$ cat config.mk
export PLATFORM = sky130hd
export DESIGN_NAME = bnn_feature_sequencer_flat
export DESIGN_NICKNAME = d
export VERILOG_FILES = /design/src/rtl/bnn_feature_sequencer_if.sv /design/src/rtl/bnn_feature_sequencer.sv /design/src/flat_wrapper.sv
export SDC_FILE = /design/constraint.sdc
export NUM_CORES = 1
export LEC_CHECK = 0
export ABC_CLOCK_PERIOD_IN_PS = 3900
export CELL_PAD_IN_SITES_DETAIL_PLACEMENT = 0
export CELL_PAD_IN_SITES_GLOBAL_PLACEMENT = 1
export CORE_MARGIN = 8
export CORE_UTILIZATION = 30
export CTS_CLUSTER_DIAMETER = 150
export DETAILED_ROUTE_END_ITERATION = 10
export DONT_BUFFER_PORTS = 1
export HOLD_SLACK_MARGIN = 0.05
export PLACE_DENSITY = 0.54
export SLEW_MARGIN = 20
export SYNTH_ARGS = -nofsm -noshare
export SYNTH_HDL_FRONTEND = slang
export SYNTH_SLANG_ARGS = --single-unit
$ cat constraint.sdc
create_clock -name clk -period 3.9 [get_ports clk]
set_input_delay 1.17 -clock clk [delete_from_list [all_inputs] [get_ports clk]]
set_output_delay 1.17 -clock clk [all_outputs]
set_load 0.02 [all_outputs]
$ cat src/rtl/bnn_feature_sequencer_if.sv
// Handshake and classifier-side signal bundle for bnn_feature_sequencer.
// master = sequencer side, slave = sample source / classifier / consumer side.
interface bnn_feature_sequencer_if #(
  parameter int FEAT_CNT  = 12,
  parameter int FEAT_BITS = 4,
  parameter int CLASS_CNT = 6,
  parameter int CNT_BITS  = 16
);
  localparam int PRED_BITS = $clog2(CLASS_CNT);

  logic                          in_valid;
  logic                          in_ready;
  logic [FEAT_BITS-1:0]          in_feat;
  logic [FEAT_CNT*FEAT_BITS-1:0] features;
  logic                          bnn_rst;
  logic [PRED_BITS-1:0]          bnn_prediction;
  logic                          out_valid;
  logic                          out_ready;
  logic [PRED_BITS-1:0]          out_class;
  logic [CNT_BITS-1:0]           done_cnt;

  modport master (
    input  in_valid, in_feat, bnn_prediction, out_ready,
    output in_ready, features, bnn_rst, out_valid, out_class, done_cnt
  );

  modport slave (
    output in_valid, in_feat, bnn_prediction, out_ready,
    input  in_ready, features, bnn_rst, out_valid, out_class, done_cnt
  );
endinterface

$ cat src/rtl/bnn_feature_sequencer.sv
// Packs a feature stream onto the BNN classifier bus, pulses its restart, waits a
// fixed inference time and hands the captured prediction back over valid/ready.
module bnn_feature_sequencer #(
  parameter int FEAT_CNT     = 12,
  parameter int FEAT_BITS    = 4,
  parameter int CLASS_CNT    = 6,
  parameter int INFER_CYCLES = 48,
  parameter int CNT_BITS     = 16
) (
  input logic                     clk,
  input logic                     rst,
  bnn_feature_sequencer_if.master bus
);
  localparam int PRED_BITS = $clog2(CLASS_CNT);
  localparam int IDX_BITS  = $clog2(FEAT_CNT);
  localparam int WAIT_BITS = $clog2(INFER_CYCLES + 1);

  localparam logic [1:0] S_LOAD  = 2'd0;
  localparam logic [1:0] S_START = 2'd1;
  localparam logic [1:0] S_RUN   = 2'd2;
  localparam logic [1:0] S_OUT   = 2'd3;

  localparam logic [IDX_BITS-1:0]  LAST_IDX  = IDX_BITS'(FEAT_CNT - 1);
  localparam logic [WAIT_BITS-1:0] LAST_WAIT = WAIT_BITS'(INFER_CYCLES - 1);

  logic [1:0]                    r_state;
  logic [IDX_BITS-1:0]           r_idx;
  logic [WAIT_BITS-1:0]          r_wait;
  logic [FEAT_CNT*FEAT_BITS-1:0] r_features;
  logic                          r_bnn_rst;
  logic                          r_out_valid;
  logic [PRED_BITS-1:0]          r_out_class;
  logic [CNT_BITS-1:0]           r_done_cnt;
  logic                          w_in_ready;

  // NOTE: in_ready decodes state only, so no combinational path exists from in_valid back to it.
  assign w_in_ready = (r_state == S_LOAD);

  // NOTE: sequential state uses non-blocking assignments so every register samples pre-edge values.
  always_ff @(posedge clk) begin
    if (rst) begin
      r_state     <= S_LOAD;
      r_idx       <= '0;
      r_wait      <= '0;
      r_features  <= '0;
      r_bnn_rst   <= 1'b1;
      r_out_valid <= 1'b0;
      r_out_class <= '0;
      r_done_cnt  <= '0;
    end else begin
      r_bnn_rst <= 1'b0;
      case (r_state)
        S_LOAD: begin
          if (bus.in_valid) begin
            r_features[r_idx*FEAT_BITS +: FEAT_BITS] <= bus.in_feat;
            if (r_idx == LAST_IDX) begin
              r_idx     <= '0;
              r_state   <= S_START;
              r_bnn_rst <= 1'b1;
            end else begin
              r_idx <= r_idx + IDX_BITS'(1);
            end
          end
        end
        S_START: begin
          r_wait  <= '0;
          r_state <= S_RUN;
        end
        S_RUN: begin
          // Prediction is sampled in the cycle the wait counter reaches INFER_CYCLES-1.
          if (r_wait == LAST_WAIT) begin
            r_out_class <= bus.bnn_prediction;
            r_out_valid <= 1'b1;
            r_state     <= S_OUT;
          end
          r_wait <= r_wait + WAIT_BITS'(1);
        end
        S_OUT: begin
          if (bus.out_ready) begin
            r_out_valid <= 1'b0;
            r_done_cnt  <= r_done_cnt + CNT_BITS'(1);
            r_state     <= S_LOAD;
          end
        end
        default: r_state <= S_LOAD;
      endcase
    end
  end

  assign bus.in_ready  = w_in_ready;
  assign bus.features  = r_features;
  assign bus.bnn_rst   = r_bnn_rst;
  assign bus.out_valid = r_out_valid;
  assign bus.out_class = r_out_class;
  assign bus.done_cnt  = r_done_cnt;
endmodule

$ cat src/flat_wrapper.sv
// flat-port wrapper written by rule: the top's interface ports become plain ports
module bnn_feature_sequencer_flat 
#(
  parameter int FEAT_CNT     = 12,
  parameter int FEAT_BITS    = 4,
  parameter int CLASS_CNT    = 6,
  parameter int INFER_CYCLES = 48,
  parameter int CNT_BITS     = 16
)
  (clk, rst, bus_in_valid, bus_in_feat, bus_bnn_prediction, bus_out_ready, bus_in_ready, bus_features, bus_bnn_rst, bus_out_valid, bus_out_class, bus_done_cnt);
  bnn_feature_sequencer_if #(.FEAT_CNT(FEAT_CNT), .FEAT_BITS(FEAT_BITS), .CLASS_CNT(CLASS_CNT), .CNT_BITS(CNT_BITS)) bus_i ();
  input logic clk;
  input logic rst;
  input wire logic [$bits(bus_i.in_valid)-1:0] bus_in_valid;
  input wire logic [$bits(bus_i.in_feat)-1:0] bus_in_feat;
  input wire logic [$bits(bus_i.bnn_prediction)-1:0] bus_bnn_prediction;
  input wire logic [$bits(bus_i.out_ready)-1:0] bus_out_ready;
  output wire logic [$bits(bus_i.in_ready)-1:0] bus_in_ready;
  output wire logic [$bits(bus_i.features)-1:0] bus_features;
  output wire logic [$bits(bus_i.bnn_rst)-1:0] bus_bnn_rst;
  output wire logic [$bits(bus_i.out_valid)-1:0] bus_out_valid;
  output wire logic [$bits(bus_i.out_class)-1:0] bus_out_class;
  output wire logic [$bits(bus_i.done_cnt)-1:0] bus_done_cnt;
  assign bus_i.in_valid = bus_in_valid;
  assign bus_i.in_feat = bus_in_feat;
  assign bus_i.bnn_prediction = bus_bnn_prediction;
  assign bus_i.out_ready = bus_out_ready;
  assign bus_in_ready = bus_i.in_ready;
  assign bus_features = bus_i.features;
  assign bus_bnn_rst = bus_i.bnn_rst;
  assign bus_out_valid = bus_i.out_valid;
  assign bus_out_class = bus_i.out_class;
  assign bus_done_cnt = bus_i.done_cnt;
  bnn_feature_sequencer #(.FEAT_CNT(FEAT_CNT), .FEAT_BITS(FEAT_BITS), .CLASS_CNT(CLASS_CNT), .INFER_CYCLES(INFER_CYCLES), .CNT_BITS(CNT_BITS)) u_core (.clk(clk), .rst(rst), .bus(bus_i));
endmodule
* After elaboration in Yosys (flattened, before gate mapping)
Cells that the tools add are included.
Operators by class: add/subtract/negate cells 4, equality and inequality tests 9, shifts and indexed selects 2, multiplexer cells 14, reductions and logical operators 8
Operator list (count):
- bitwise mux 48 bit | 1
- variable shift 4 x 34 -> 48 bit, first input constant | 1
- indexed part select 4 x 34 -> 48 bit | 1
- negator 6 -> 34 bit | 1
- adder 16 x 1 -> 16 bit, second input constant | 1
- one-hot mux 6 bit (2 select lines) | 1
- 2-to-1 mux 2 bit | 4
- one-hot mux 2 bit (4 select lines) | 1
- adder 6 x 1 -> 6 bit, second input constant | 1
- equality test 6 bit, second input constant | 1
- AND reduction 2 bit | 3
- 2-to-1 mux 1 bit | 5
- adder 4 x 1 -> 4 bit, second input constant | 1
- equality test 2 bit, second input constant | 2
- equality test 4 bit, second input constant | 1
- 2-to-1 mux 4 bit | 1
- inequality test 2 x 1 -> 1 bit, second input constant | 2
- inequality test 2 bit, second input constant | 2
- AND reduction 4 bit | 1
- nonzero test 2 bit | 2
- AND reduction 3 bit | 1
- equality test 2 x 1 -> 1 bit, second input constant | 1
- logical NOT 2 bit | 1
- one-hot mux 1 bit (2 select lines) | 1
Word-level totals: register bits after elaboration 81, output and inout port bits 70

* Longest topological paths before layout
Gate-level depths: netlist (run 1).
depth after elaboration 4, depth in mapped cells 10, mapped depth without buffers 6

* Worst setup path after synthesis (run 1)
Ideal clock, no wire load.
kind input to register, start point in bus_out_ready, end point reg u_core.r_done_cnt[15] (netlist: u_core.bus.done_cnt[15]), setup time 0.123 ns, data arrival time 2.193 ns, slack 1.584 ns, stages 4, path through nand4_1 -> nor4_2 -> nand3_1 -> mux2_1
On the way: longest elaborated chain between the ends 1
RTL lines:
- from (decl) | line flat_wrapper.sv:17 | input wire logic [$bits(bus_i.out_ready)-1:0] bus_out_ready;
- AND reduction 2 bit (no line)
- to (signal assigned) | line bnn_feature_sequencer.sv:81 | r_done_cnt <= r_done_cnt + CNT_BITS'(1);
- to (decl) | line bnn_feature_sequencer.sv:33 | logic [CNT_BITS-1:0] r_done_cnt;
No other way between the ends. A chain may end at the register's enable or synchronous reset.

* Final worst setup path (run 1)
start point reg u_core.r_idx[0], end point reg u_core.r_features[33] (netlist: u_core.bus.features[33])
On the way: longest elaborated chain between the ends 3
RTL lines:
- from (decl) | line bnn_feature_sequencer.sv:27 | logic [IDX_BITS-1:0] r_idx;
- from (signal assigned) | line bnn_feature_sequencer.sv:61 | r_idx <= r_idx + IDX_BITS'(1);
- negator 6 -> 34 bit (*) | line bnn_feature_sequencer.sv:55 | r_features[r_idx*FEAT_BITS +: FEAT_BITS] <= bus.in_feat;
- indexed part select 4 x 34 -> 48 bit / variable shift 4 x 34 -> 48 bit (equally long branches) | line bnn_feature_sequencer.sv:55
- bitwise mux 48 bit (*) | line bnn_feature_sequencer.sv:55
- to (signal, indexed assignment) | line bnn_feature_sequencer.sv:55
- to (decl) | line bnn_feature_sequencer.sv:29 | logic [FEAT_CNT*FEAT_BITS-1:0] r_features;
Mark *: on every way between the ends. The rest lies on a longest branch, timed or not.

==> run summary, run 1 <==
H-tree levels = 3
Register Area = 1622 um^2
Clk_lat worst skew = 0.34 ns
Synth area leaders = dfxtp_1, mux2i_1, a21oi_1, nor2_1, nand4_1
Final Hold Fails = 0
Largest net degree at the start of global routing = 83
Starting density of the core = 30.48%
Met3 WL post-DR = 1128 um
DRC = 0
Share of layout cells above drive strength 1 = 6.279%
Yosys cell types = 49
Row Count = 41
Rel. slew slack = 32.56%
Multi-input combinational cell area = 2012 um^2
Max layer used = met4
Crit path from = u_core.r_idx[0]$_SDFFE_PP0P_
Register area share after synthesis = 42.33%
Die width = 129.0 um
Post-route insts no fill = 602
Syn Area/Cell = 8.767 um^2
Post-CTS Resized = 0
Fillers = 1315
Gr usage total = 13.06%
Status = finished, final reports clean
Diodes inserted = 0
Ys async rst share = 0%
Pwr per Cell Area = 421.8 nW/um^2
Worst vdd rail ir drop = 0.2715 mV
Critical path cell sequence = nor3_1 > ha_1 > and3_1 > o21a_1 > nand4_1 > a21oi_1
Flop-to-flop setup slack = 1.18 ns
CP delay by family, top = compound AO/OA/AOI/OAI gates
Tmin final = 2.724 ns
Nets = 446
Most common cell after layout, fill and taps aside = dfxtp_1
Die footprint = 16640 um^2
Commonest cells after routing, fill and taps aside = dfxtp_1, nor2_1, a21oi_1
DRT antenna net count = 0
Routed met2 length = 4752 um
Port bufs = 0
CP arrival = 2.99 ns
CP max stage delay = 0.66 ns
Setup violators final = 0
GRT overflow = 0
Chip height = 129.0 um
Critical path endpoint category = flip-flop
Seq cells post-synth = 81
GPL Wtd Cong = 0.7111
Drt pass-1 iters = 4
Setup bufs post-CTS = 0
Wl on met1 = 4510 um
Setup TNS = 0 ns
HP Start = u_core.r_wait[5]$_SDFFE_PP0P_
Reg2reg start = u_core.r_idx[0]$_SDFFE_PP0P_
Post-synth top area share = 42.33%
Post-CTS Hold Buffers = 0
Lkg Pwr = 1.493 nW
First-pass GRT wire length = 16680 um
Worst Max-Slew Pin Slew = 1.004 ns
Reg2Reg Depth = 6
Vias in the first global route = 2877
Number of flops mapped to enable cells by yosys = 0
Drt total wl = 10520 um
DRT iter0 DRCs = 206
Worst-path clk slew = 0.06 ns
Cell depth of the worst hold path = 2
Reg-to-reg endpoint = u_core.bus.features[33]$_SDFFE_PP0P_
Critical setup path kind = reg -> reg
Fin crit share = 69.85%
Placed cells = 586
Synthesized area = 3831 um^2
Max_cap viols = 0
CP required = 4.16 ns
Drt via density = 5.063
Dpl hpwl = 7445 um
CTS Buf Count = 9
Yosys top cell by area = dfxtp_1
CTS Root Cell = clkbuf_16
Hold Path End = u_core.r_wait[5]$_SDFFE_PP0P_
Cell count after synthesis = 437
Layout area overhead = 8.850%
I/O pin cnt = 81
Core area = 12570 um^2
CP Launch Type = flip-flop
Number of cells on the critical path = 6
Synth Flop Type = dfxtp_1
CP bufs+invs = 0
Vias = 3048
CP max stage cell = dfxtp_1
FMAX = 367.1 MHz
Worst Hold Class = reg -> reg
Ys Warns = 0
Clk sink count = 81
DR WL/cell = 17.47 um
CTS Buffer Depth = 2
Crit-path max FO = 17
RSZ-0062 raised after global routing = false
Initial antenna violation count = 0
Slew Viols, Final = 0
Clock skew = 0.008604 ns
CTS tree = done
Syn nets = 458
[worst max-delay path by stage]
stage | endpoint | slack (ns)
final | u_core.bus.features[33]$_SDFFE_PP0P_ | 1.18
after global routing | u_core.bus.features[43]$_SDFFE_PP0P_ | 0.91
after CTS | u_core.bus.features[43]$_SDFFE_PP0P_ | 1.17
after detailed placement | u_core.bus.features[43]$_SDFFE_PP0P_ | 1.20
after global placement | u_core.bus.features[43]$_SDFFE_PP0P_ | 1.19
after floorplan | u_core.bus.done_cnt[15]$_SDFFE_PP0P_ | 1.58
[Yosys cell counts, drive strengths merged, types with 5 or more instances]
cell type and instances:
dfxtp 81, nor2 45, a21oi 38, nand2 32
nand3 29, nand4 24, mux2i 23, o21ai 20
clkbuf 15, nor2b 11, xnor2 11, ha 10
inv 10, and2 9, nor3 9, buf 8
and3 6, nand2b 6, xor2 6, nand3b 5
[where the power goes]
part	internal [mW]	total [mW]	switching (mW)
clock	0.466	0.794	0.328
sequential	0.831	0.842	0.0108
combinational	0.0430	0.124	0.0806
total	1.34	1.76	0.420
[sequential cells by signal (all words and copies together), names as in the netlist]
register and flops:
u_core.bus.out_valid 1, u_core.bus.out_class 3, u_core.bus.features 48, u_core.r_idx 4
u_core.bus.bnn_rst 1, u_core.bus.done_cnt 16, u_core.r_wait 6, u_core.r_state 2
[cells by family after synthesis]
family	Yosys count	share of synthesized area [%]
mux	27	7.185
simple gates	196	26.91
fa+ha+maj	10	3.266
flops	81	42.33
compound gates	72	11.07
xor+xnor	17	4.082
buf+inv	34	5.160
[worst reg2reg max path, cell delays in order (launching register included)]
cell     delay (ns)
dfxtp_1        0.66
nor3_1         0.13
ha_1           0.47
and3_1         0.42
o21a_1         0.60
nand4_1        0.17
a21oi_1        0.19
[layer usage]
metal	GRT usage (%)	vias up
li1	-	1514
met1	15.25	1430
met2	19.95	97
met3	6.744	7
met4	4.907	0
met5	0	-
[area by class of cell]
class,instances,share of cell area (%)
clock inverters,2,0.3000
repair buffers,1,0.1800
inverters,10,0.9001
multi-input cells,322,48.24
clock buffers,14,6.331
well taps,172,5.161
flip-flops and latches,81,38.88
[per-stage QoR]
step / area [um^2] / util (%) / worst slack [ns] / power [mW] / hold WS (ns)
after floorplan: 3831 / - / 1.584 / 0.9770 / 0.4536
after global placement: 3894 / 30.98 / 1.189 / 0.9822 / 0.4674
after detailed placement: 3894 / 30.98 / 1.198 / 0.9842 / 0.4837
after CTS: 4170 / 33.18 / 1.167 / 1.794 / 0.4963
after global routing: 4170 / 33.18 / 0.9102 / 1.830 / 0.5217
final: 4170 / 33.18 / 1.176 / 1.759 / 0.4938
No activity file was read; power rests on OpenSTA's default activity.
==> run 2: changes to the inputs <==
Settings changed: ABC_CLOCK_PERIOD_IN_PS 3900 to 2420, PLACE_DENSITY 0.54 to 0.56.
Clock period 3.9 ns to 2.42 ns, I/O delays scaled along.
==> run summary, run 2 (synthesis gave the netlist of run 1 again) <==
Status = finished, final reports clean (unchanged)
I/O pin cnt = 81 (unchanged)
Most common cell after layout, fill and taps aside = dfxtp_1 (unchanged)
Rel. slew slack = 51.51% (was 32.56%)
CP Launch Type = flip-flop (unchanged)
Starting density of the core = 30.48% (unchanged)
Worst-path clk slew = 0.06 ns (about the same)
Critical path endpoint category = flip-flop (unchanged)
H-tree levels = 3 (unchanged)
Worst Hold Class = in -> reg (was reg -> reg)
Critical setup path kind = reg -> reg (unchanged)
Tot Pwr = 3.055 mW (was 1.759 mW)
Nets = 462 (was 446)
Final core occ = 34.61% (was 33.18%)
Pwr per Cell Area = 702.3 nW/um^2 (was 421.8 nW/um^2)
Diodes inserted = 0 (unchanged)
Fin crit share = 89.28% (was 69.85%)
Share of layout cells above drive strength 1 = 9.641% (was 6.279%)
Worst Max-Slew Pin Slew = 0.7197 ns (was 1.004 ns)
Gr usage total = 12.81% (was 13.06%)
Setup bufs post-CTS = 0 (unchanged)
Post-CTS Resized = 0 (unchanged)
Vias = 3027 (was 3048)
Initial antenna violation count = 0 (unchanged)
Port bufs = 0 (unchanged)
FMAX = 462.8 MHz (was 367.1 MHz)
Max_cap viols = 0 (unchanged)
DRC = 0 (unchanged)
Die width = 129.0 um (unchanged)
Setup violators final = 0 (unchanged)
Clock power frac = 48.4% (was 45.1%)
Switching pwr = 667.6 uW (was 419.7 uW)
Largest net degree at the start of global routing = 83 (unchanged)
CTS Buffer Depth = 2 (unchanged)
Flop-to-flop setup slack = 0.26 ns (was 1.18 ns)
CTS tree = done (unchanged)
Clk_lat worst skew = 0.34 ns (about the same)
Drt total wl = 10170 um (was 10520 um)
Int Power = 2.388 mW (was 1.339 mW)
CP required = 2.69 ns (was 4.16 ns)
First-pass GRT wire length = 16620 um (was 16680 um)
Final worst slack = 0.2594 ns (was 1.176 ns)
Post-CTS Hold Buffers = 0 (unchanged)
Row Count = 41 (unchanged)
Layout area overhead = 13.55% (was 8.850%)
Clock skew = 0.006983 ns (was 0.008604 ns)
Max reg flops = 48 (unchanged)
DR WL/cell = 16.46 um (was 17.47 um)
Drt pass-1 iters = 4 (unchanged)
DRT iter0 DRCs = 148 (was 206)
DRT antenna net count = 0 (unchanged)
Chip height = 129.0 um (unchanged)
Core area = 12570 um^2 (unchanged)
CTS Buf Count = 9 (unchanged)
Final Hold Fails = 0 (unchanged)
Commonest cells after routing, fill and taps aside = dfxtp_1, nor2_1, a21oi_1 (unchanged)
Slew Viols, Final = 0 (unchanged)
Setup TNS = 0 ns (unchanged)
Vias in the first global route = 3156 (was 2877)
Sw Share = 21.85% (was 23.86%)
GPL Wtd Cong = 0.7608 (was 0.7111)
RSZ-0062 raised after global routing = false (unchanged)
Combinational share of power = 7.5% (was 7.0%)
CTS Root Cell = clkbuf_16 (unchanged)
Lkg Pwr = 1.600 nW (was 1.493 nW)
Die footprint = 16640 um^2 (unchanged)
Tmin final = 2.161 ns (was 2.724 ns)
Worst vdd rail ir drop = 0.3663 mV (was 0.2715 mV)
GRT overflow = 0 (unchanged)
Crit-path max FO = 7 (was 17)
Drt via density = 4.898 (was 5.063)
Dpl hpwl = 7434 um (was 7445 um)
Sequential Power Share = 44.1% (was 47.8%)
CP arrival = 2.43 ns (was 2.99 ns)
Pre-CTS WS = 0.2857 ns (was 1.198 ns)
Clk sink count = 81 (unchanged)
## run 2: worst max-delay path, cell delays in order (launching register included)
cell and delay, ns:
dfxtp_1 0.43, inv_1 0.10, ha_1 0.35, nor3_2 0.31
o2111ai_4 0.23, or4_1 0.52, a21oi_1 0.16
## run 2: metal layers
metal,share of wire [%],track usage [%]
met1,44,14.86
met2,43,19.43
met3,11,6.992
met4,1.7,4.838
met5,0,0
## run 2: through the flow
step	std cells	hold WS [ns]	instance area [um^2]
6_report	618	0.4486	4350
5_1_grt	618	0.4362	4350
4_1_cts	618	0.4348	4350
3_5_place_dp	602	0.4817	4026
3_3_place_gp	602	0.4726	4026
2_1_floorplan	437	0.4536	3831
## run 2: final timing paths
kind,start,to,depth (start not counted)
min reg2reg,u_core.r_wait[5]$_SDFFE_PP0P_,u_core.r_wait[5]$_SDFFE_PP0P_,2
max,u_core.r_idx[0]$_SDFFE_PP0P_,u_core.bus.features[18]$_SDFFE_PP0P_,6
max reg2reg,u_core.r_idx[0]$_SDFFE_PP0P_,u_core.bus.features[18]$_SDFFE_PP0P_,6
min,rst,u_core.bus.out_class[0]$_SDFFE_PP0P_,1
## run 2: final cells by class
| type | instances | area, um^2 |
|---|---|---|
| fill | 1369 | 8218 |
| multi-input combinational | 322 | 2012 |
| sequential | 81 | 1622 |
| clock buffer | 14 | 264.0 |
| tap | 172 | 215.2 |
| timing repair buffer | 17 | 140.1 |
| clock inverter | 2 | 60.06 |
| inverter | 10 | 37.54 |
## run 2: power by group through the flow
stage	Clock, mW	Sequential [mW]	Combinational (mW)
floorplan	0	1.38	0.199
global placement	0	1.38	0.226
detailed placement	0	1.38	0.230
CTS	1.53	1.35	0.231
global route	1.59	1.35	0.254
finish	1.48	1.35	0.229
==> run 3: changes to the inputs <==
Settings changed: ABC_CLOCK_PERIOD_IN_PS 2420 to 2470, PLACE_DENSITY 0.56 to 0.54.
Clock period 2.42 ns to 2.47 ns, I/O delays scaled along.
==> run summary, run 3 (synthesis gave the netlist of run 1 again) <==
Critical setup path kind = reg -> reg (unchanged)
Pwr per Cell Area = 652.2 nW/um^2 (was 702.3 nW/um^2)
Clk sink count = 81 (unchanged)
Diodes inserted = 0 (unchanged)
Rel. slew slack = 55.83% (was 51.51%)
Die width = 129.0 um (unchanged)
GPL Wtd Cong = 0.7585 (was 0.7608)
Chip height = 129.0 um (unchanged)
Lkg Pwr = 1.571 nW (was 1.600 nW)
Setup bufs post-CTS = 0 (unchanged)
CP max stage delay = 0.51 ns (was 0.52 ns)
Max_cap viols = 0 (unchanged)
DRC = 0 (unchanged)
Most Used Layer, Global Route = met2 (unchanged)
Crit path from = u_core.r_idx[0]$_SDFFE_PP0P_ (unchanged)
Met2 Use GR = 20.78% (was 19.43%)
Post-route insts no fill = 616 (was 618)
Fin crit share = 88.36% (was 89.28%)
H-tree levels = 3 (unchanged)
CP max stage cell = or4_1 (unchanged)
First-pass GRT wire length = 16750 um (was 16620 um)
DR WL/cell = 16.87 um (was 16.46 um)
Starting density of the core = 30.48% (unchanged)
Worst Max-Slew Pin Slew = 0.6619 ns (was 0.7197 ns)
Max reg flops = 48 (unchanged)
RSZ-0062 raised after global routing = false (unchanged)
GR Layer Usage met3 = 7.240% (was 6.992%)
Largest net degree at the start of global routing = 83 (unchanged)
Share of layout cells above drive strength 1 = 9.685% (was 9.641%)
Die footprint = 16640 um^2 (unchanged)
Layout area overhead = 11.92% (was 13.55%)
FMAX = 458.2 MHz (was 462.8 MHz)
Crit-path max FO = 8 (was 7)
Core area = 12570 um^2 (unchanged)
Vias = 3047 (was 3027)
GRT overflow = 0 (unchanged)
Final Hold Fails = 0 (unchanged)
Status = finished, final reports clean (unchanged)
CP arrival = 2.46 ns (was 2.43 ns)
Dpl hpwl = 7499 um (was 7434 um)
Clock skew = 0.006998 ns (was 0.006983 ns)
CTS tree = done (unchanged)
Setup violators final = 0 (unchanged)
Drt total wl = 10390 um (was 10170 um)
CP delay by family, top = simple AND/OR/NAND/NOR gates (unchanged)
Drt via density = 4.946 (was 4.898)
Slew Viols, Final = 0 (unchanged)
Setup TNS = 0 ns (unchanged)
Tmin final = 2.183 ns (was 2.161 ns)
Reg2reg start = u_core.r_idx[0]$_SDFFE_PP0P_ (unchanged)
CP bufs+invs = 1 (unchanged)
Post-CTS Hold Buffers = 0 (unchanged)
I/O pin cnt = 81 (unchanged)
HP Start = rst (unchanged)
Commonest cells after routing, fill and taps aside = dfxtp_1, nor2_1, a21oi_1 (unchanged)
Critical path endpoint category = flip-flop (unchanged)
Clk_lat worst skew = 0.34 ns (about the same)
DRT iter0 DRCs = 131 (was 148)
CTS Buffer Depth = 2 (unchanged)
DRT antenna net count = 0 (unchanged)
Initial antenna violation count = 0 (unchanged)
CP required = 2.75 ns (was 2.69 ns)
Post-CTS Resized = 0 (unchanged)
CP Launch Type = flip-flop (unchanged)
Worst Hold Class = in -> reg (unchanged)
Fillers = 1339 (was 1369)
Row Count = 41 (unchanged)
Met1 Use GR = 14.51% (was 14.86%)
Vias in the first global route = 3086 (was 3156)
CTS Root Cell = clkbuf_16 (unchanged)
CTS Buf Count = 9 (unchanged)
Critical path cell sequence = inv_1 > ha_1 > nor3_2 > o2111ai_4 > or4_1 > a21oi_1 (unchanged)
Nets = 460 (was 462)
Drt pass-1 iters = 4 (unchanged)
Worst-path clk slew = 0.06 ns (about the same)
Most common cell after layout, fill and taps aside = dfxtp_1 (unchanged)
Port bufs = 0 (unchanged)
Gr usage total = 12.99% (was 12.81%)
Worst vdd rail ir drop = 0.3693 mV (was 0.3663 mV)
Placed cells = 600 (was 602)
run 3: cell count changes in the layout (fill, tap and decap cells not counted), sizes merged:
cell    change
buf         -2
bufinv      -2
clkbuf      -1
clkinv      +3
run 3: path summary, 6_finish.rpt:
check                           slack [ns]                              endpoint  cells past startpoint
worst max-delay path                  0.29  u_core.bus.features[18]$_SDFFE_PP0P_                      6
worst min-delay path                  0.47  u_core.bus.out_class[2]$_SDFFE_PP0P_                      1
worst min register to register        0.48         u_core.r_wait[5]$_SDFFE_PP0P_                      2
worst max register to register        0.29  u_core.bus.features[18]$_SDFFE_PP0P_                      6
run 3: layout make-up:
cell class,count,area (um^2),area share [%]
flip-flops and latches,81,1623,37.85
inverters,10,37.54,0.8754
clock buffers,13,260.3,6.069
multi-input cells,322,2012,46.92
well taps,172,215.2,5.019
clock inverters,3,15.01,0.3502
repair buffers,15,125.1,2.918
run 3: where the power goes:
part           switching [mW]  leakage, nW  internal (mW)
Sequential             0.0116        0.653           1.31
Combinational           0.137        0.779         0.0857
Clock                   0.518        0.139          0.731
run 3: worst register-to-register path, cell delays in order, from the launching register on:
cell	delay, ns
dfxtp_1	0.46
inv_1	0.12
ha_1	0.36
nor3_2	0.30
o2111ai_4	0.23
or4_1	0.51
a21oi_1	0.15
run 3: metal layers:
layer  share of wire (%)  wire (um)
met2                  45       4663
met4                 1.1        112
met3                  11       1095
met1                  44       4521
met5                   0          0
run 3: through the flow:
| step | instance area [um^2] | setup slack, ns | hold WS [ns] | power [mW] | utilization (%) |
|---|---|---|---|---|---|
| after floorplan | 3831 | 0.1687 | 0.4536 | 1.543 | - |
| after global placement | 4011 | 0.3215 | 0.4718 | 1.573 | 31.92 |
| after detailed placement | 4011 | 0.2135 | 0.4742 | 1.575 | 31.92 |
| after CTS | 4287 | 0.1920 | 0.4509 | 2.850 | 34.11 |
| after global routing | 4288 | 0.08920 | 0.4476 | 2.930 | 34.12 |
| final | 4288 | 0.2874 | 0.4669 | 2.796 | 34.12 |
